[config.mk]
export PLATFORM = sky130hd
export DESIGN_NAME = rgb_cycle_monitor
export DESIGN_NICKNAME = d
export VERILOG_FILES = /design/src/rtl/rgb_cycle_monitor.sv
export SDC_FILE = /design/constraint.sdc
export NUM_CORES = 1
export LEC_CHECK = 0
export CAP_MARGIN = 15
export CELL_PAD_IN_SITES_DETAIL_PLACEMENT = 1
export CELL_PAD_IN_SITES_GLOBAL_PLACEMENT = 2
export CORE_MARGIN = 2
export CORE_UTILIZATION = 30
export CTS_CLUSTER_SIZE = 16
export DETAILED_ROUTE_END_ITERATION = 8
export PLACE_DENSITY = 0.8
export SLEW_MARGIN = 15
export SYNTH_ARGS = -nofsm -noshare
export SYNTH_HDL_FRONTEND = slang
export SYNTH_SLANG_ARGS = --single-unit
[constraint.sdc]
create_clock -name clk -period 2.84 [get_ports clk]
set_input_delay 0.426 -clock clk [delete_from_list [all_inputs] [get_ports clk]]
set_output_delay 0.426 -clock clk [all_outputs]
set_load 0.01 [all_outputs]
[src/rtl/rgb_cycle_monitor.sv]
// Receive-side checker for the active-low RGB LED colour cycle: synchronises,
// deglitches and decodes the LED lines, then checks transition order and dwell.
module rgb_cycle_monitor #(
    parameter int FADE_INTERVAL = 2000000,
    parameter int TOLERANCE     = 16,
    parameter int STABLE_CYCLES = 4,
    localparam int DW           = $clog2(FADE_INTERVAL + TOLERANCE + 1) + 1
) (
    input  logic          clk,
    input  logic          rst,
    input  logic          RGB_R,
    input  logic          RGB_G,
    input  logic          RGB_B,
    output logic [2:0]    color,
    output logic          color_valid,
    output logic          locked,
    output logic          seq_err,
    output logic          timing_err,
    output logic [DW-1:0] dwell_last,
    output logic [7:0]    err_count
);

    localparam int CW = $clog2(STABLE_CYCLES + 1);

    localparam logic [2:0] C_RED     = 3'd0;
    localparam logic [2:0] C_YELLOW  = 3'd1;
    localparam logic [2:0] C_GREEN   = 3'd2;
    localparam logic [2:0] C_CYAN    = 3'd3;
    localparam logic [2:0] C_BLUE    = 3'd4;
    localparam logic [2:0] C_MAGENTA = 3'd5;
    localparam logic [2:0] C_INVALID = 3'd7;

    typedef enum logic [1:0] {
        IDLE    = 2'd0,
        ACQUIRE = 2'd1,
        LOCKED  = 2'd2
    } state_t;

    function automatic logic [2:0] decode(input logic [2:0] rgb);
        logic [2:0] c;
        case (rgb)
            3'b011:  c = C_RED;
            3'b001:  c = C_YELLOW;
            3'b101:  c = C_GREEN;
            3'b100:  c = C_CYAN;
            3'b110:  c = C_BLUE;
            3'b010:  c = C_MAGENTA;
            default: c = C_INVALID;
        endcase
        return c;
    endfunction

    function automatic logic [2:0] succ(input logic [2:0] c);
        return (c == C_MAGENTA) ? C_RED : c + 3'd1;
    endfunction

    function automatic logic [DW-1:0] sat_inc_dw(input logic [DW-1:0] v);
        return (v == {DW{1'b1}}) ? v : v + DW'(1);
    endfunction

    function automatic logic [7:0] sat_inc_err(input logic [7:0] v);
        return (v == 8'hFF) ? v : v + 8'd1;
    endfunction

    function automatic logic in_tolerance(input logic [DW-1:0] d);
        longint dv;
        dv = longint'(d);
        return (dv >= longint'(FADE_INTERVAL) - longint'(TOLERANCE)) &&
               (dv <= longint'(FADE_INTERVAL) + longint'(TOLERANCE));
    endfunction

    // Stage p0/p1: two-flop synchroniser, idle level is LED off
    logic [2:0] sync_p0, sync_p1;

    always_ff @(posedge clk) begin
        if (rst) begin
            sync_p0 <= 3'b111;
            sync_p1 <= 3'b111;
        end else begin
            sync_p0 <= {RGB_R, RGB_G, RGB_B};
            sync_p1 <= sync_p0;
        end
    end

    logic [2:0] dec_p1;
    assign dec_p1 = decode(sync_p1);

    // Stage p2: deglitch filter; the count holds at STABLE_CYCLES once reached
    logic [2:0]    cand_p2;
    logic [CW-1:0] match_cnt_p2;

    always_ff @(posedge clk) begin
        if (rst) begin
            cand_p2      <= C_INVALID;
            match_cnt_p2 <= '0;
        end else if (dec_p1 != cand_p2) begin
            cand_p2      <= dec_p1;
            match_cnt_p2 <= CW'(1);
        end else if (match_cnt_p2 != CW'(STABLE_CYCLES)) begin
            match_cnt_p2 <= match_cnt_p2 + CW'(1);
        end
    end

    logic accept;
    assign accept = (match_cnt_p2 == CW'(STABLE_CYCLES)) && (cand_p2 != color);

    // Restarting at 1 makes the value held at the next accept equal the hold time
    logic [DW-1:0] dwell_cnt;

    always_ff @(posedge clk) begin
        if (rst) begin
            dwell_cnt  <= '0;
            dwell_last <= '0;
        end else if (accept) begin
            dwell_cnt  <= DW'(1);
            dwell_last <= dwell_cnt;
        end else begin
            dwell_cnt  <= sat_inc_dw(dwell_cnt);
        end
    end

    state_t     state, state_n;
    logic [2:0] color_n;
    logic       seq_n, tim_n;

    always_comb begin
        state_n = state;
        color_n = color;
        seq_n   = 1'b0;
        tim_n   = 1'b0;
        if (accept) begin
            color_n = cand_p2;
            case (state)
                IDLE: begin
                    if (cand_p2 != C_INVALID) state_n = ACQUIRE;
                end
                ACQUIRE: begin
                    if (cand_p2 == C_INVALID)
                        state_n = IDLE;
                    else if (cand_p2 == succ(color))
                        state_n = LOCKED;
                end
                LOCKED: begin
                    if (cand_p2 == C_INVALID) begin
                        seq_n   = 1'b1;
                        state_n = IDLE;
                    end else if (cand_p2 == succ(color)) begin
                        // an out-of-order event never reaches here, so seq wins
                        tim_n   = !in_tolerance(dwell_cnt);
                    end else begin
                        seq_n   = 1'b1;
                        state_n = ACQUIRE;
                    end
                end
                default: state_n = IDLE;
            endcase
        end
    end

    always_ff @(posedge clk) begin
        if (rst) begin
            state       <= IDLE;
            color       <= C_INVALID;
            color_valid <= 1'b0;
            locked      <= 1'b0;
            seq_err     <= 1'b0;
            timing_err  <= 1'b0;
            err_count   <= 8'd0;
        end else begin
            state       <= state_n;
            color       <= color_n;
            color_valid <= (color_n != C_INVALID);
            locked      <= (state_n == LOCKED);
            seq_err     <= seq_n;
            timing_err  <= tim_n;
            if (seq_n || tim_n) err_count <= sat_inc_err(err_count);
        end
    end

endmodule
==> key figures, run 1 <==
GRT
  • Global route total overflow: 0
  • GRT Resource Usage Total: 15.2%
  • Initial antenna violation count: 0
  • Largest net degree at the start of global routing: 47
  • First-pass GRT wire length: 14200 um
  • Vias in the first global route: 2833

Place
  • Port bufs: 41
  • Area after DPL: 0.00388 sq mm
  • Routability Congestion: 0.793
  • Post-DP HPWL: 6150 um

Setup path
  • CP endpoint kind: register
  • Path depth of the worst reg2reg path: 6
  • WP data required: 3060 ps
  • Crit-path slowest cell: dfxtp_1
  • Max Fanout on Critical Path: 12
  • Worst reg2reg setup slack: 380 ps
  • Worst setup SP type: register
  • Worst r2r dst: err_count[5]
  • Worst EP arrival: 2680 ps
  • CP Cell Sequence: nand2b_1 -> o22ai_1 -> a32o_1 -> o221a_2 -> nor4_1 -> mux2_2
  • CP Class: reg2reg
  • Critical path's largest stage delay: 480 ps
  • Worst r2r src: cand_p2[0]

Clocking
  • Postcts setup bufs: 0
  • CTS tree: done
  • # resized after CTS: 0
  • CTS Root Cell: clkbuf_16
  • Clk slew on worst S/H paths: 50 ps
  • Clock Sinks: 73
  • Clk buf depth: 2
  • Post-CTS Hold Fix Bufs: 0
  • # H-tree levels: 3
  • CTS buffer count: 9
  • Clk_lat worst skew: 330 ps

Route
  • Remaining DRCs: 0
  • Routed vias: 2971
  • DR iter-0 viols: 107
  • DR pass1 iterations: 4
  • Post-route ant nets: 0
  • DR WL/cell: 14.8 um
  • Routed vias/inst: 5.06
  • Total Wirelength: 8680 um

Yosys
  • Synthesized area: 0.00338 sq mm
  • Syn Inst Count: 414
  • Synthesized flop and latch total: 73
  • Yosys synthesis warning count: 0
  • Unique masters post-synth: 53
  • Dominant synthesized flop cell: dfxtp_1
  • Synth Area per Inst: 8.18 sq um
  • Share of the synthesized area in the top cell type: 43.2%
  • Synth area leaders: dfxtp_1 (43%), nand2_1 (6.9%), a21oi_1 (4.9%), nor2_1 (4.1%), xor2_1 (3.6%)
  • Syn_nets: 424
  • Leading area contributor after synthesis: dfxtp_1
  • EDFF count, synth: 0
  • Sequential share of the synthesized area: 43.2%
  • Post-synth ARST share: 0%

STA
  • Worst Clk Skew: 4.30 ps
  • Setup TNS: 0 ps
  • Worst slew margin: 37.6%
  • Max Slew Vio Count: 0
  • Max Clk Rate: 0.406 GHz
  • Final worst path period need: 2460 ps
  • Worst Tran Pin Value: 913 ps
  • Final setup viols: 0
  • RSZ-0062 raised after global routing: no
  • Fin crit share: 86.7%
  • Final Hold Viols: 0

Die
  • Width of the die: 110 um
  • Core Rows: 38
  • Die Y: 110 um
  • Io pins: 42
  • DIE AREA: 0.0121 sq mm
  • Core ar.: 0.0109 sq mm
  • Initial Utilization: 30.9%

Hold path
  • Hold Path Class: reg2reg
  • Min-Delay Endpoint: sync_p1[2]
  • Hold_sp: sync_p0[2]
  • Worst Hold Path Cells: 1

Cells and area
  • Most frequent cells in the layout: dfxtp_1 (73), nand2_1 (62), clkdlybuf4s50_1 (41)
  • Share of cells above drive strength 1: 8.05%
  • Layout overhead on the synthesized area: 22.6%
  • Fill count: 1316
  • Antenna diodes: 0
  • Nets@finish: 453
  • Design Area, Final: 0.00415 sq mm
  • Final Core Density: 37.9%
  • Commonest non-fill, non-tap cell in the layout: dfxtp_1

Power
  • Pwr Total: 2170 uW
  • Peak supply drop: 0.265 mV
  • Leakage power: 0.00141 uW
  • Pwr Density: 522 mW/mm^2

Status
  • Status: finished clean

Flow run
  • Max Cap Violations: 0
-- layout make-up --
class / count / area (sq um) / share of cell area, %
Timing Repair Buffer: 47 / 455 / 11.0
Multi-Input combinational cell: 302 / 1760 / 42.3
Inverter: 10 / 37.5 / 0.905
Tap cell: 140 / 175 / 4.22
Clock inverter: 4 / 20.0 / 0.483
Sequential cell: 73 / 1460 / 35.2
Clock buffer: 11 / 243 / 5.85
-- critical path: cells and delay by family (launching register included) --
family / cells / cell delay, ps
and+or+nand+nor: 2 / 700
DFF: 1 / 480
muxes: 1 / 380
AOI/OAI and AO/OA: 3 / 790
-- metrics by stage --
step,hold slack [ps],instances,setup WS [ps]
after CTS,418,587,367
final,412,587,377
after global placement,393,572,540
after floorplan,389,414,618
after detailed placement,402,572,420
after global routing,437,587,251
-- how the worst max path moves through the flow --
stage	startpoint	end	slack [ps]	cells after the start
4_1_cts	cand_p2[0]	err_count[5]	370	6
6_report	cand_p2[0]	err_count[5]	380	6
3_3_place_gp	cand_p2[0]	err_count[5]	540	6
5_1_grt	cand_p2[0]	err_count[5]	250	6
3_5_place_dp	cand_p2[0]	err_count[5]	420	6
2_1_floorplan	match_cnt_p2[0]	err_count[3]	620	9
-- report_power, final --
part | switching [uW] | total (uW) | leakage (uW) | internal (uW)
Combinational | 52.3 | 90.4 | 0.000686 | 38.1
Sequential | 18.7 | 1060 | 0.000591 | 1040
Clock | 414 | 1020 | 0.000135 | 603
-- sequential cells by signal (all words and copies together), names as in the netlist, 2 cells and up --
| name | count |
|---|---|
| dwell_cnt | 22 |
| dwell_last | 22 |
| err_count | 8 |
| cand_p2 | 3 |
| color | 3 |
| match_cnt_p2 | 3 |
| sync_p0 | 3 |
| sync_p1 | 3 |
| state | 2 |
-- cells by family after synthesis --
group	synth area share (%)
AND/OR/NAND/NOR	28.5
AO/OA/AOI/OAI	13.6
flip-flops	43.2
buffers and inverters	4.95
XOR/XNOR	5.95
multiplexers	1.92
adder cells (fa/ha/maj)	1.85
-- layer usage --
metal  GRT usage (%)  vias up  wire length [um]
li1                -     1489                 -
met1            19.7     1439              4210
met2            24.0       32              4100
met3            3.76       11               227
met4            6.43        0               138
met5               0        -                 0
-- cell usage after synthesis (2+ instances only) --
| cell type | instances |
|---|---|
| nor3b_1 | 2 |
| o22ai_1 | 3 |
| xnor2_1 | 9 |
| a41o_1 | 2 |
| and3_1 | 3 |
| nor4b_1 | 3 |
| nand3_1 | 22 |
| inv_1 | 9 |
| clkbuf_1 | 23 |
| nand4_1 | 8 |
| or2_2 | 6 |
| or4_1 | 2 |
| dfxtp_1 | 73 |
| nand2_1 | 62 |
| and2_1 | 2 |
| nand3b_1 | 4 |
| buf_4 | 3 |
| buf_2 | 2 |
| nor2_1 | 37 |
| o221a_2 | 2 |
| nor2b_1 | 5 |
| mux2_2 | 4 |
| ha_1 | 5 |
| a21oi_1 | 33 |
| or3_1 | 5 |
| nor3_1 | 13 |
| xor2_1 | 14 |
| o211ai_1 | 2 |
| a2111oi_0 | 2 |
| o21ai_0 | 12 |
| nor4_1 | 5 |
| mux2i_1 | 2 |
| nand2b_1 | 9 |
| a211oi_1 | 4 |
| o31ai_1 | 4 |
Power figures use the tool's default switching activity.
==> run 2: changes to the inputs <==
- PLACE_DENSITY: 0.8 -> default
- PLACE_DENSITY_LB_ADDON: default -> 0.1
==> key figures, run 2 (synthesized netlist as in run 1, its figures left out) <==
Status
  • Status: finished clean

Clocking
  • Clk buf depth: 2
  • # H-tree levels: 3
  • Clk_lat worst skew: 340 ps
  • Post-CTS Hold Fix Bufs: 0
  • CTS buffer count: 9
  • Clk slew on worst S/H paths: 60 ps
  • Clock Sinks: 73
  • CTS Root Cell: clkbuf_16
  • CTS tree: done
  • # resized after CTS: 0
  • Postcts setup bufs: 0

Hold path
  • Hold_sp: sync_p0[2]
  • Worst Hold Path Cells: 1
  • Min-Delay Endpoint: sync_p1[2]
  • Hold Path Class: reg2reg

STA
  • Setup TNS: 0 ps
  • Final Hold Viols: 0
  • Final worst path period need: 2420 ps
  • Max Clk Rate: 0.414 GHz
  • RSZ-0062 raised after global routing: no
  • Fin crit share: 85.1%
  • Max Slew Vio Count: 0
  • Worst slew margin: 30.3%
  • Worst Tran Pin Value: 1020 ps
  • Worst Clk Skew: 6.18 ps
  • Final setup viols: 0

Route
  • DR iter-0 viols: 143
  • Routed vias/inst: 5.06
  • DR WL/cell: 15.0 um
  • Total Wirelength: 8850 um
  • Post-route ant nets: 0
  • Remaining DRCs: 0
  • Routed vias: 2983
  • DR pass1 iterations: 4

GRT
  • GRT Resource Usage Total: 15.7%
  • Vias in the first global route: 2960
  • Global route total overflow: 0
  • Initial antenna violation count: 0
  • First-pass GRT wire length: 14800 um
  • Largest net degree at the start of global routing: 47

Cells and area
  • Top Registers: dwell_cnt (22), dwell_last (22), err_count (8)
  • Share of cells above drive strength 1: 8.22%
  • Nets@finish: 455
  • Layout overhead on the synthesized area: 23.8%
  • Commonest non-fill, non-tap cell in the layout: dfxtp_1
  • Most frequent cells in the layout: dfxtp_1 (73), nand2_1 (62), clkdlybuf4s50_1 (41)
  • Antenna diodes: 0

Place
  • Routability Congestion: 0.768
  • Post-DP HPWL: 6200 um
  • Port bufs: 41

Setup path
  • Worst r2r src: cand_p2[0]
  • Crit-path slowest cell: dfxtp_1
  • Worst setup SP type: register
  • Critical path's largest stage delay: 490 ps
  • Worst EP arrival: 2640 ps
  • Worst reg2reg setup slack: 420 ps
  • Max Fanout on Critical Path: 12
  • CP Cell Sequence: nand2b_1 -> o22ai_1 -> a32o_1 -> o221a_2 -> nor4b_1 -> mux2_2
  • CP endpoint kind: register
  • Worst r2r dst: err_count[3]
  • CP Class: reg2reg
  • Path depth of the worst reg2reg path: 6
  • WP data required: 3060 ps

Power
  • Pwr Density: 544 mW/mm^2
  • Peak supply drop: 0.335 mV
  • Reg power frac: 46.5%
  • Pwr Total: 2280 uW
  • Switching share of power: 21.9%
  • Pint: 1780 uW
  • NetSw: 498 uW
  • Comb power frac: 4.0%
  • Leakage power: 0.00143 uW
  • Power share of the clock group: 49.5%

Die
  • Die Y: 110 um
  • Core ar.: 0.0109 sq mm
  • Core Rows: 38
  • Io pins: 42
  • Initial Utilization: 30.9%
  • Width of the die: 110 um
  • DIE AREA: 0.0121 sq mm

Flow run
  • Max Cap Violations: 0
==> run 2: power groups by stage <==
stage               logic, uW  registers [uW]  clock network [uW]
finish                   91.2            1060                1130
CTS                      94.1            1060                1170
detailed placement       93.0            1080                   0
floorplan                71.4            1070                   0
global placement         91.3            1080                   0
global route              106            1060                1210
==> run 2: how the worst max path moves through the flow <==
stage / from / to / cells past startpoint
6_report: cand_p2[0] / err_count[3] / 6
5_1_grt: dwell_cnt[1] / dwell_cnt[12] / 8
4_1_cts: dwell_cnt[1] / dwell_cnt[12] / 8
3_5_place_dp: dwell_cnt[0] / dwell_cnt[12] / 8
3_3_place_gp: cand_p2[0] / err_count[3] / 6
2_1_floorplan: match_cnt_p2[0] / err_count[3] / 9
==> run 2: cell type report <==
| class | instances | area (sq um) |
|---|---|---|
| Fill cell | 1302 | 6750 |
| Clock buffer | 13 | 250 |
| Sequential cell | 73 | 1460 |
| Clock inverter | 3 | 40.0 |
| Tap cell | 140 | 175 |
| Inverter | 10 | 37.5 |
| Timing Repair Buffer | 49 | 470 |
| Multi-Input combinational cell | 302 | 1760 |
==> run 2: layer usage <==
metal | wire length, um | part of all wire [%] | global-route usage, %
met5 | 0 | 0 | 0
met4 | 116 | 1.3 | 5.98
met3 | 232 | 2.6 | 3.53
met2 | 4380 | 49 | 26.6
met1 | 4120 | 47 | 19.5
==> run 2: critical path: cells and delay by family, from the launching register on <==
kind            cells  cell delay [ps]
mux                 1              370
simple gates        2              660
compound gates      3              780
flops               1              490
==> run 2: stage by stage <==
stage | std cells | worst slack, ps | hold slack, ps | cell area (sq um) | utilization [%]
after floorplan | 414 | 618 | 389 | 3380 | -
after global placement | 574 | 482 | 397 | 3900 | 35.7
after detailed placement | 574 | 418 | 398 | 3900 | 35.7
after CTS | 590 | 410 | 415 | 4190 | 38.3
after global routing | 590 | 212 | 420 | 4190 | 38.3
final | 590 | 424 | 412 | 4190 | 38.3
